[config.mk]
export PLATFORM = sky130hd
export DESIGN_NAME = fetch_unit_flat
export DESIGN_NICKNAME = d
export VERILOG_FILES = /design/src/rtl/fetch_pkg.sv /design/src/rtl/fetch_if.sv /design/src/rtl/fetch_fifo.sv /design/src/rtl/fetch_unit.sv /design/src/flat_wrapper.sv
export SDC_FILE = /design/constraint.sdc
export NUM_CORES = 1
export LEC_CHECK = 0
export BUFFER_PORTS_ARGS = -buffer_cell sky130_fd_sc_hd__buf_4
export CORE_MARGIN = 2
export CORE_UTILIZATION = 48
export DETAILED_ROUTE_END_ITERATION = 8
export PLACE_DENSITY_LB_ADDON = 0.1
export SYNTH_ARGS = -nofsm -noshare
export SYNTH_HDL_FRONTEND = slang
export SYNTH_SLANG_ARGS = --single-unit
[constraint.sdc]
create_clock -name Clk_Core -period 6.28 [get_ports Clk_Core]
set_clock_uncertainty 0.05 [all_clocks]
set_input_delay 0.942 -clock Clk_Core [delete_from_list [all_inputs] [get_ports Clk_Core]]
set_output_delay 0.942 -clock Clk_Core [all_outputs]
set_load 0.01 [all_outputs]
[src/rtl/fetch_pkg.sv]
// Shared constants and types for the RV32I instruction fetch stage.
// The FETCH_MISALIGN_TRAP_EN build uses fetch_state_t and NOP_INSTR.
package fetch_pkg;

  localparam logic [31:0] NOP_INSTR            = 32'h0000_0013;
  localparam logic [31:0] DEFAULT_RESET_VECTOR = 32'h0000_0000;
  localparam logic [31:0] ALIGN_MASK           = 32'hFFFF_FFFC;

  typedef enum logic [1:0] {
    RUN  = 2'd0,
    TRAP = 2'd1,
    HALT = 2'd2
  } fetch_state_t;

  typedef struct packed {
    logic [31:0] pc;
    logic [31:0] instr;
    logic        misalign;
  } fetch_entry_t;

  function automatic logic is_misaligned(input logic [31:0] addr);
    return addr[1:0] != 2'b00;
  endfunction

endpackage

[src/rtl/fetch_if.sv]
// Fetch-stage bus: instruct_mem address/data, execute redirect, and decode handshake.
interface fetch_if;

  logic [31:0] Program_Count;
  logic [31:0] Instruction;
  logic        Redirect_Valid;
  logic [31:0] Redirect_Target;
  logic        Fetch_Valid;
  logic        Fetch_Ready;
  logic [31:0] Fetch_Instr;
  logic [31:0] Fetch_PC;
  logic        Fetch_Misalign;

  modport master (
    output Program_Count,
    input  Instruction,
    input  Redirect_Valid,
    input  Redirect_Target,
    output Fetch_Valid,
    input  Fetch_Ready,
    output Fetch_Instr,
    output Fetch_PC,
    output Fetch_Misalign
  );

  modport slave (
    input  Program_Count,
    output Instruction,
    output Redirect_Valid,
    output Redirect_Target,
    input  Fetch_Valid,
    output Fetch_Ready,
    input  Fetch_Instr,
    input  Fetch_PC,
    input  Fetch_Misalign
  );

endinterface

[src/rtl/fetch_fifo.sv]
// Synchronous FIFO of fetch entries with a flush that overrides push and pop.
// DEPTH must be a power of two so the pointers wrap by natural overflow.
module fetch_fifo
  import fetch_pkg::*;
#(
  parameter int DEPTH = 2
) (
  input  logic         clk,
  input  logic         rst,
  input  logic         push,
  input  logic         pop,
  input  logic         flush,
  input  fetch_entry_t entry,
  output logic         full,
  output logic         empty,
  output fetch_entry_t head
);

  localparam int PTR_W = (DEPTH > 1) ? $clog2(DEPTH) : 1;
  localparam int CNT_W = PTR_W + 1;
  localparam logic [CNT_W-1:0] DEPTH_CNT = CNT_W'(DEPTH);

  fetch_entry_t     mem_q [DEPTH];
  fetch_entry_t     mem_d [DEPTH];
  logic [PTR_W-1:0] rd_ptr_q, rd_ptr_d;
  logic [PTR_W-1:0] wr_ptr_q, wr_ptr_d;
  logic [CNT_W-1:0] count_q, count_d;

  assign full  = (count_q == DEPTH_CNT);
  assign empty = (count_q == '0);
  // Empty head reads as zero so decode never sees uninitialised storage.
  assign head  = empty ? '0 : mem_q[rd_ptr_q];

  always_comb begin
    // NOTE: every signal gets its default first so no path leaves it unassigned (no latch).
    mem_d    = mem_q;
    rd_ptr_d = rd_ptr_q;
    wr_ptr_d = wr_ptr_q;
    count_d  = count_q;
    if (flush) begin
      rd_ptr_d = '0;
      wr_ptr_d = '0;
      count_d  = '0;
    end else begin
      if (push) begin
        mem_d[wr_ptr_q] = entry;
        wr_ptr_d        = wr_ptr_q + 1'b1;
      end
      if (pop) begin
        rd_ptr_d = rd_ptr_q + 1'b1;
      end
      case ({push, pop})
        2'b10:   count_d = count_q + 1'b1;
        2'b01:   count_d = count_q - 1'b1;
        default: count_d = count_q;
      endcase
    end
  end

  // NOTE: the entry storage is deliberately not reset; pointers and count define validity.
  always_ff @(posedge clk) begin
    // NOTE: state is updated with non-blocking assignments so all flops sample together.
    if (rst) begin
      rd_ptr_q <= '0;
      wr_ptr_q <= '0;
      count_q  <= '0;
    end else begin
      rd_ptr_q <= rd_ptr_d;
      wr_ptr_q <= wr_ptr_d;
      count_q  <= count_d;
    end
    mem_q <= mem_d;
  end

endmodule

[src/rtl/fetch_unit.sv]
// RV32I fetch stage: PC register, next-PC mux, push control into fetch_fifo.
// Optional misaligned-redirect trap (RUN/TRAP/HALT) enabled by FETCH_MISALIGN_TRAP_EN.
module fetch_unit
  import fetch_pkg::*;
#(
  parameter logic [31:0] RESET_VECTOR = DEFAULT_RESET_VECTOR,
  parameter int          FIFO_DEPTH   = 2
) (
  input logic     Clk_Core,
  input logic     Rst_Core,
  fetch_if.master bus
);

  logic [31:0]  pc_q, pc_d;
  logic         push, pop, flush, slot_free;
  logic         fifo_full, fifo_empty, fetch_valid;
  fetch_entry_t push_entry, head;

`ifdef FETCH_MISALIGN_TRAP_EN
  fetch_state_t state_q, state_d;
`endif

  // A redirect kills the head combinationally so decode never consumes a wrong-path entry.
  assign fetch_valid = !fifo_empty && !bus.Redirect_Valid;
  assign pop         = fetch_valid && bus.Fetch_Ready;
  assign flush       = bus.Redirect_Valid;
  assign slot_free   = !fifo_full || pop;

  assign bus.Program_Count  = pc_q;
  assign bus.Fetch_Valid    = fetch_valid;
  assign bus.Fetch_Instr    = head.instr;
  assign bus.Fetch_PC       = head.pc;
  // Without the trap build no entry is ever pushed with misalign set.
  assign bus.Fetch_Misalign = head.misalign;

  always_comb begin
    pc_d       = pc_q;
    push       = 1'b0;
    push_entry = '{pc: pc_q, instr: bus.Instruction, misalign: 1'b0};
`ifdef FETCH_MISALIGN_TRAP_EN
    state_d    = state_q;
    if (bus.Redirect_Valid) begin
      pc_d    = bus.Redirect_Target;
      state_d = is_misaligned(bus.Redirect_Target) ? TRAP : RUN;
    end else begin
      case (state_q)
        RUN: begin
          if (slot_free) begin
            push = 1'b1;
            pc_d = pc_q + 32'd4;
          end
        end
        TRAP: begin
          // PC already holds the faulting target; emit the marker entry once.
          if (slot_free) begin
            push       = 1'b1;
            push_entry = '{pc: pc_q, instr: NOP_INSTR, misalign: 1'b1};
            state_d    = HALT;
          end
        end
        HALT:    state_d = HALT;
        default: state_d = RUN;
      endcase
    end
`else
    if (bus.Redirect_Valid) begin
      pc_d = bus.Redirect_Target & ALIGN_MASK;
    end else if (slot_free) begin
      push = 1'b1;
      pc_d = pc_q + 32'd4;
    end
`endif
  end

  always_ff @(posedge Clk_Core) begin
    if (Rst_Core) begin
      pc_q    <= RESET_VECTOR;
`ifdef FETCH_MISALIGN_TRAP_EN
      state_q <= RUN;
`endif
    end else begin
      pc_q    <= pc_d;
`ifdef FETCH_MISALIGN_TRAP_EN
      state_q <= state_d;
`endif
    end
  end

  fetch_fifo #(
    .DEPTH (FIFO_DEPTH)
  ) u_fifo (
    .clk   (Clk_Core),
    .rst   (Rst_Core),
    .push  (push),
    .pop   (pop),
    .flush (flush),
    .entry (push_entry),
    .full  (fifo_full),
    .empty (fifo_empty),
    .head  (head)
  );

endmodule

[src/flat_wrapper.sv]
// flat-port wrapper written by rule: the top's interface ports become plain ports
module fetch_unit_flat import fetch_pkg::*;
#(
  parameter logic [31:0] RESET_VECTOR = DEFAULT_RESET_VECTOR,
  parameter int          FIFO_DEPTH   = 2
)
  (Clk_Core, Rst_Core, bus_Program_Count, bus_Instruction, bus_Redirect_Valid, bus_Redirect_Target, bus_Fetch_Valid, bus_Fetch_Ready, bus_Fetch_Instr, bus_Fetch_PC, bus_Fetch_Misalign);
  fetch_if bus_i ();
  input logic Clk_Core;
  input logic Rst_Core;
  output wire logic [$bits(bus_i.Program_Count)-1:0] bus_Program_Count;
  input wire logic [$bits(bus_i.Instruction)-1:0] bus_Instruction;
  input wire logic [$bits(bus_i.Redirect_Valid)-1:0] bus_Redirect_Valid;
  input wire logic [$bits(bus_i.Redirect_Target)-1:0] bus_Redirect_Target;
  output wire logic [$bits(bus_i.Fetch_Valid)-1:0] bus_Fetch_Valid;
  input wire logic [$bits(bus_i.Fetch_Ready)-1:0] bus_Fetch_Ready;
  output wire logic [$bits(bus_i.Fetch_Instr)-1:0] bus_Fetch_Instr;
  output wire logic [$bits(bus_i.Fetch_PC)-1:0] bus_Fetch_PC;
  output wire logic [$bits(bus_i.Fetch_Misalign)-1:0] bus_Fetch_Misalign;
  assign bus_Program_Count = bus_i.Program_Count;
  assign bus_i.Instruction = bus_Instruction;
  assign bus_i.Redirect_Valid = bus_Redirect_Valid;
  assign bus_i.Redirect_Target = bus_Redirect_Target;
  assign bus_Fetch_Valid = bus_i.Fetch_Valid;
  assign bus_i.Fetch_Ready = bus_Fetch_Ready;
  assign bus_Fetch_Instr = bus_i.Fetch_Instr;
  assign bus_Fetch_PC = bus_i.Fetch_PC;
  assign bus_Fetch_Misalign = bus_i.Fetch_Misalign;
  fetch_unit #(.RESET_VECTOR(RESET_VECTOR), .FIFO_DEPTH(FIFO_DEPTH)) u_core (.Clk_Core(Clk_Core), .Rst_Core(Rst_Core), .bus(bus_i));
endmodule
==> impl_metrics.env <==
export IMPL_initial_utilization_pct=49.0
export IMPL_num_rows=43
export IMPL_postCtsResizedCells=0
export IMPL_grt_pass1_wl_um=24300
export IMPL_clk_path_buf_depth=2
export IMPL_coreArea_um2=13800
export IMPL_drt_iter0_drc=377
export IMPL_path_depth=5
export IMPL_slew_headroom_pct=24.0
export IMPL_synth_main_ff_cell="edfxtp_1"
export IMPL_first_pass_iters=5
export IMPL_grt_usage_pct=21.2
export IMPL_dr_total_vias=4801
export IMPL_design_area_um2=8700
export IMPL_period_minus_slack_ns=3.25
export IMPL_fmax_mhz=308
export IMPL_post_cts_buffers=0
export IMPL_synth_area_leader_cell="edfxtp_1"
export IMPL_slew_violations=0
export IMPL_fill_cells=1097
export IMPL_setup_ws_ns=3.03
export IMPL_leakage_uw=0.00315
export IMPL_final_nets=748
export IMPL_h_tree_depth=4
export IMPL_crit_top_cell="buf_4"
export IMPL_ys_ff_latch=158
export IMPL_portBuffers=158
export IMPL_async_flop_share_pct=0
export IMPL_whs_path_depth=0
export IMPL_die_area_um2=15100
export IMPL_grt_overflow_total=0
export IMPL_postSynthCellCount=529
export IMPL_worst_r2r_path_depth=6
export IMPL_wl_per_cell_um=18.1
export IMPL_grt_max_degree=65
export IMPL_timing_final_crit_share_pct=51.7
export IMPL_synth_area_top_cells="edfxtp_1 55%, dfxtp_1 10%, mux2i_1 9.3%, nor2_1 5.0%, a311oi_1 1.8%"
export IMPL_via_per_inst=5.52
export IMPL_synth_top_area_share_pct=54.9
export IMPL_worstPathArrival_ns=3.25
export IMPL_crit_fanout=51
export IMPL_drt_total_wl_um=15700
export IMPL_fin_tns_setup_ns=0
export IMPL_gpl_final_weighted_congestion=0.801
export IMPL_clk_pin_slew_worst_paths_ns=0.06
export IMPL_finalSetupViolations=0
export IMPL_hold_path_class="reg2reg"
export IMPL_critPathKind="in2reg"
export IMPL_crit_family="simple AND/OR/NAND/NOR gates"
export IMPL_die_width_um=123
export IMPL_die_h_um=123
export IMPL_maxCapViolCount=0
export IMPL_ys_types=46
export IMPL_cts_sinks=158
export IMPL_comb_power_share_pct=9.9
export IMPL_syn_avg_cell_area_um2=12.8
export IMPL_area_growth_pct=28.3
export IMPL_synth_seq_area_share_pct=65.0
export IMPL_antenna_cells=0
export IMPL_vdd_ir_drop_max_mv=0.162
export IMPL_place_inst=838
export IMPL_p_seq_share_pct=48.5
export IMPL_drc=0
export IMPL_start_kind="input port"
export IMPL_p_sw_uw=607
export IMPL_power_density_nw_per_um2=293
export IMPL_place_worst_setup_slack_ns=2.63
export IMPL_reg2reg_slack_ns=3.24
export IMPL_synth_enable_flop_cells=124
export IMPL_ant_nets=0
export IMPL_final_util_pct=62.9
export IMPL_cp_slowest_cell="buf_4"
export IMPL_grt_pass1_vias=4729
export IMPL_place_area_um2=8090
export IMPL_netlist_area_um2=6780
export IMPL_clk_latency_ns=0.42
export IMPL_cts_root_buf="clkbuf_16"
export IMPL_yosysMostFrequentCell="edfxtp_1"
export IMPL_cp_required_ns=6.28
export IMPL_cts_hold_buf=0
export IMPL_outcome="finished, final reports clean"
export IMPL_path_cells="buf_4 -> nor3b_2 -> nor2_1 -> nor3_4 -> buf_4"
export IMPL_dpl_hpwl_um=9710
export IMPL_cts_tree="yes"
export IMPL_synth_common_cells="124 x edfxtp_1, 91 x nor2_1, 63 x mux2i_1"
export IMPL_critical_path_buf_inv_count=2
export IMPL_power_internal_uw=1940
export IMPL_drive_above_1_share_pct=29.6
export IMPL_finalHoldViolCount=0
export IMPL_rsz0062_at_grt="false"
export IMPL_stdcell_count=870
export IMPL_multi_input_area_um2=2200
export IMPL_seq_area_um2=4410
export IMPL_worst_pin_slew_ns=1.14
export IMPL_clkPwrFrac_pct=41.6
export IMPL_endpoint_kind="flip-flop"
export IMPL_cts_inserted_buffers=17
export IMPL_antenna_found_initial=0
export IMPL_crit_path_max_incr_delay_ns=0.71
export IMPL_io_pin_count=166
export IMPL_yosys_warnings=0
export IMPL_swShare_pct=23.8
==> kinds of logic after synthesis <==
kind of cell	share of synthesized area, %
AND/OR/NAND/NOR	13.3
other	0.0553
multiplexers	9.30
adder cells (fa/ha/maj)	0.554
flip-flops	65.0
buffers and inverters	3.01
XOR/XNOR	1.29
AO/OA/AOI/OAI	7.53
==> metrics by stage <==
stage | hold slack (ns) | total power [µW]
floorplan | 0.463 | 1380
global placement | 0.460 | 1510
detailed placement | 0.476 | 1510
CTS | 0.487 | 2570
global route | 0.500 | 2650
finish | 0.483 | 2550
==> flip-flops by register name, indices dropped and copies added (netlist names) <==
signal / flops
u_core.u_fifo.count_q: 2
u_core.u_fifo.mem_q: 124
u_core.u_fifo.wr_ptr_q: 1
u_core.bus.Program_Count: 30
u_core.u_fifo.rd_ptr_q: 1
==> metal layers <==
metal,routed length [µm],part of all wire [%],vias up,track usage [%]
met2,7950,51,134,35.7
met1,6720,43,2362,26.3
li1,-,-,2288,-
met3,832,5.3,17,5.86
met5,0,0,-,0
met4,206,1.3,0,7.40
==> power groups by stage <==
stage	clock network, µW	logic (µW)	registers, µW
6_report	1060	252	1240
5_1_grt	1130	275	1250
4_1_cts	1080	254	1240
3_5_place_dp	0	253	1260
3_3_place_gp	0	249	1260
2_1_floorplan	0	126	1250
==> worst paths after layout <==
| check | start | to |
|---|---|---|
| worst max-delay path | bus_Redirect_Valid | u_core.u_fifo.mem_q[67]$_DFFE_PP_ |
| worst min-delay path | u_core.bus.Program_Count[8]$_SDFFE_PP0P_ | u_core.u_fifo.mem_q[41]$_DFFE_PP_ |
| worst max register to register | u_core.u_fifo.count_q[1]$_SDFFE_PP0P_ | u_core.u_fifo.mem_q[67]$_DFFE_PP_ |
| worst min register to register | u_core.bus.Program_Count[8]$_SDFFE_PP0P_ | u_core.u_fifo.mem_q[41]$_DFFE_PP_ |
==> placed cells by master, fill, tap and decap left out, drive strengths merged, types with 8 or more instances in the layout <==
cell type and instances:
mux2i 63, nor2 91, nand3b 9, buf 161, a311oi 14, a211oi 10
o21ai 8, edfxtp 124, clkbuf 17, nand3 11, dfxtp 34, nand2 16
nor3 11, xnor2 9, inv 16, nand4 10
==> area by class of cell <==
type | count | share of cell area [%]
flip-flops and latches | 158 | 50.7
multi-input cells | 328 | 25.3
inverters | 11 | 0.475
clock buffers | 17 | 4.89
clock inverters | 15 | 2.12
repair buffers | 161 | 13.9
well taps | 180 | 2.59
No activity file was read; power rests on OpenSTA's default activity.
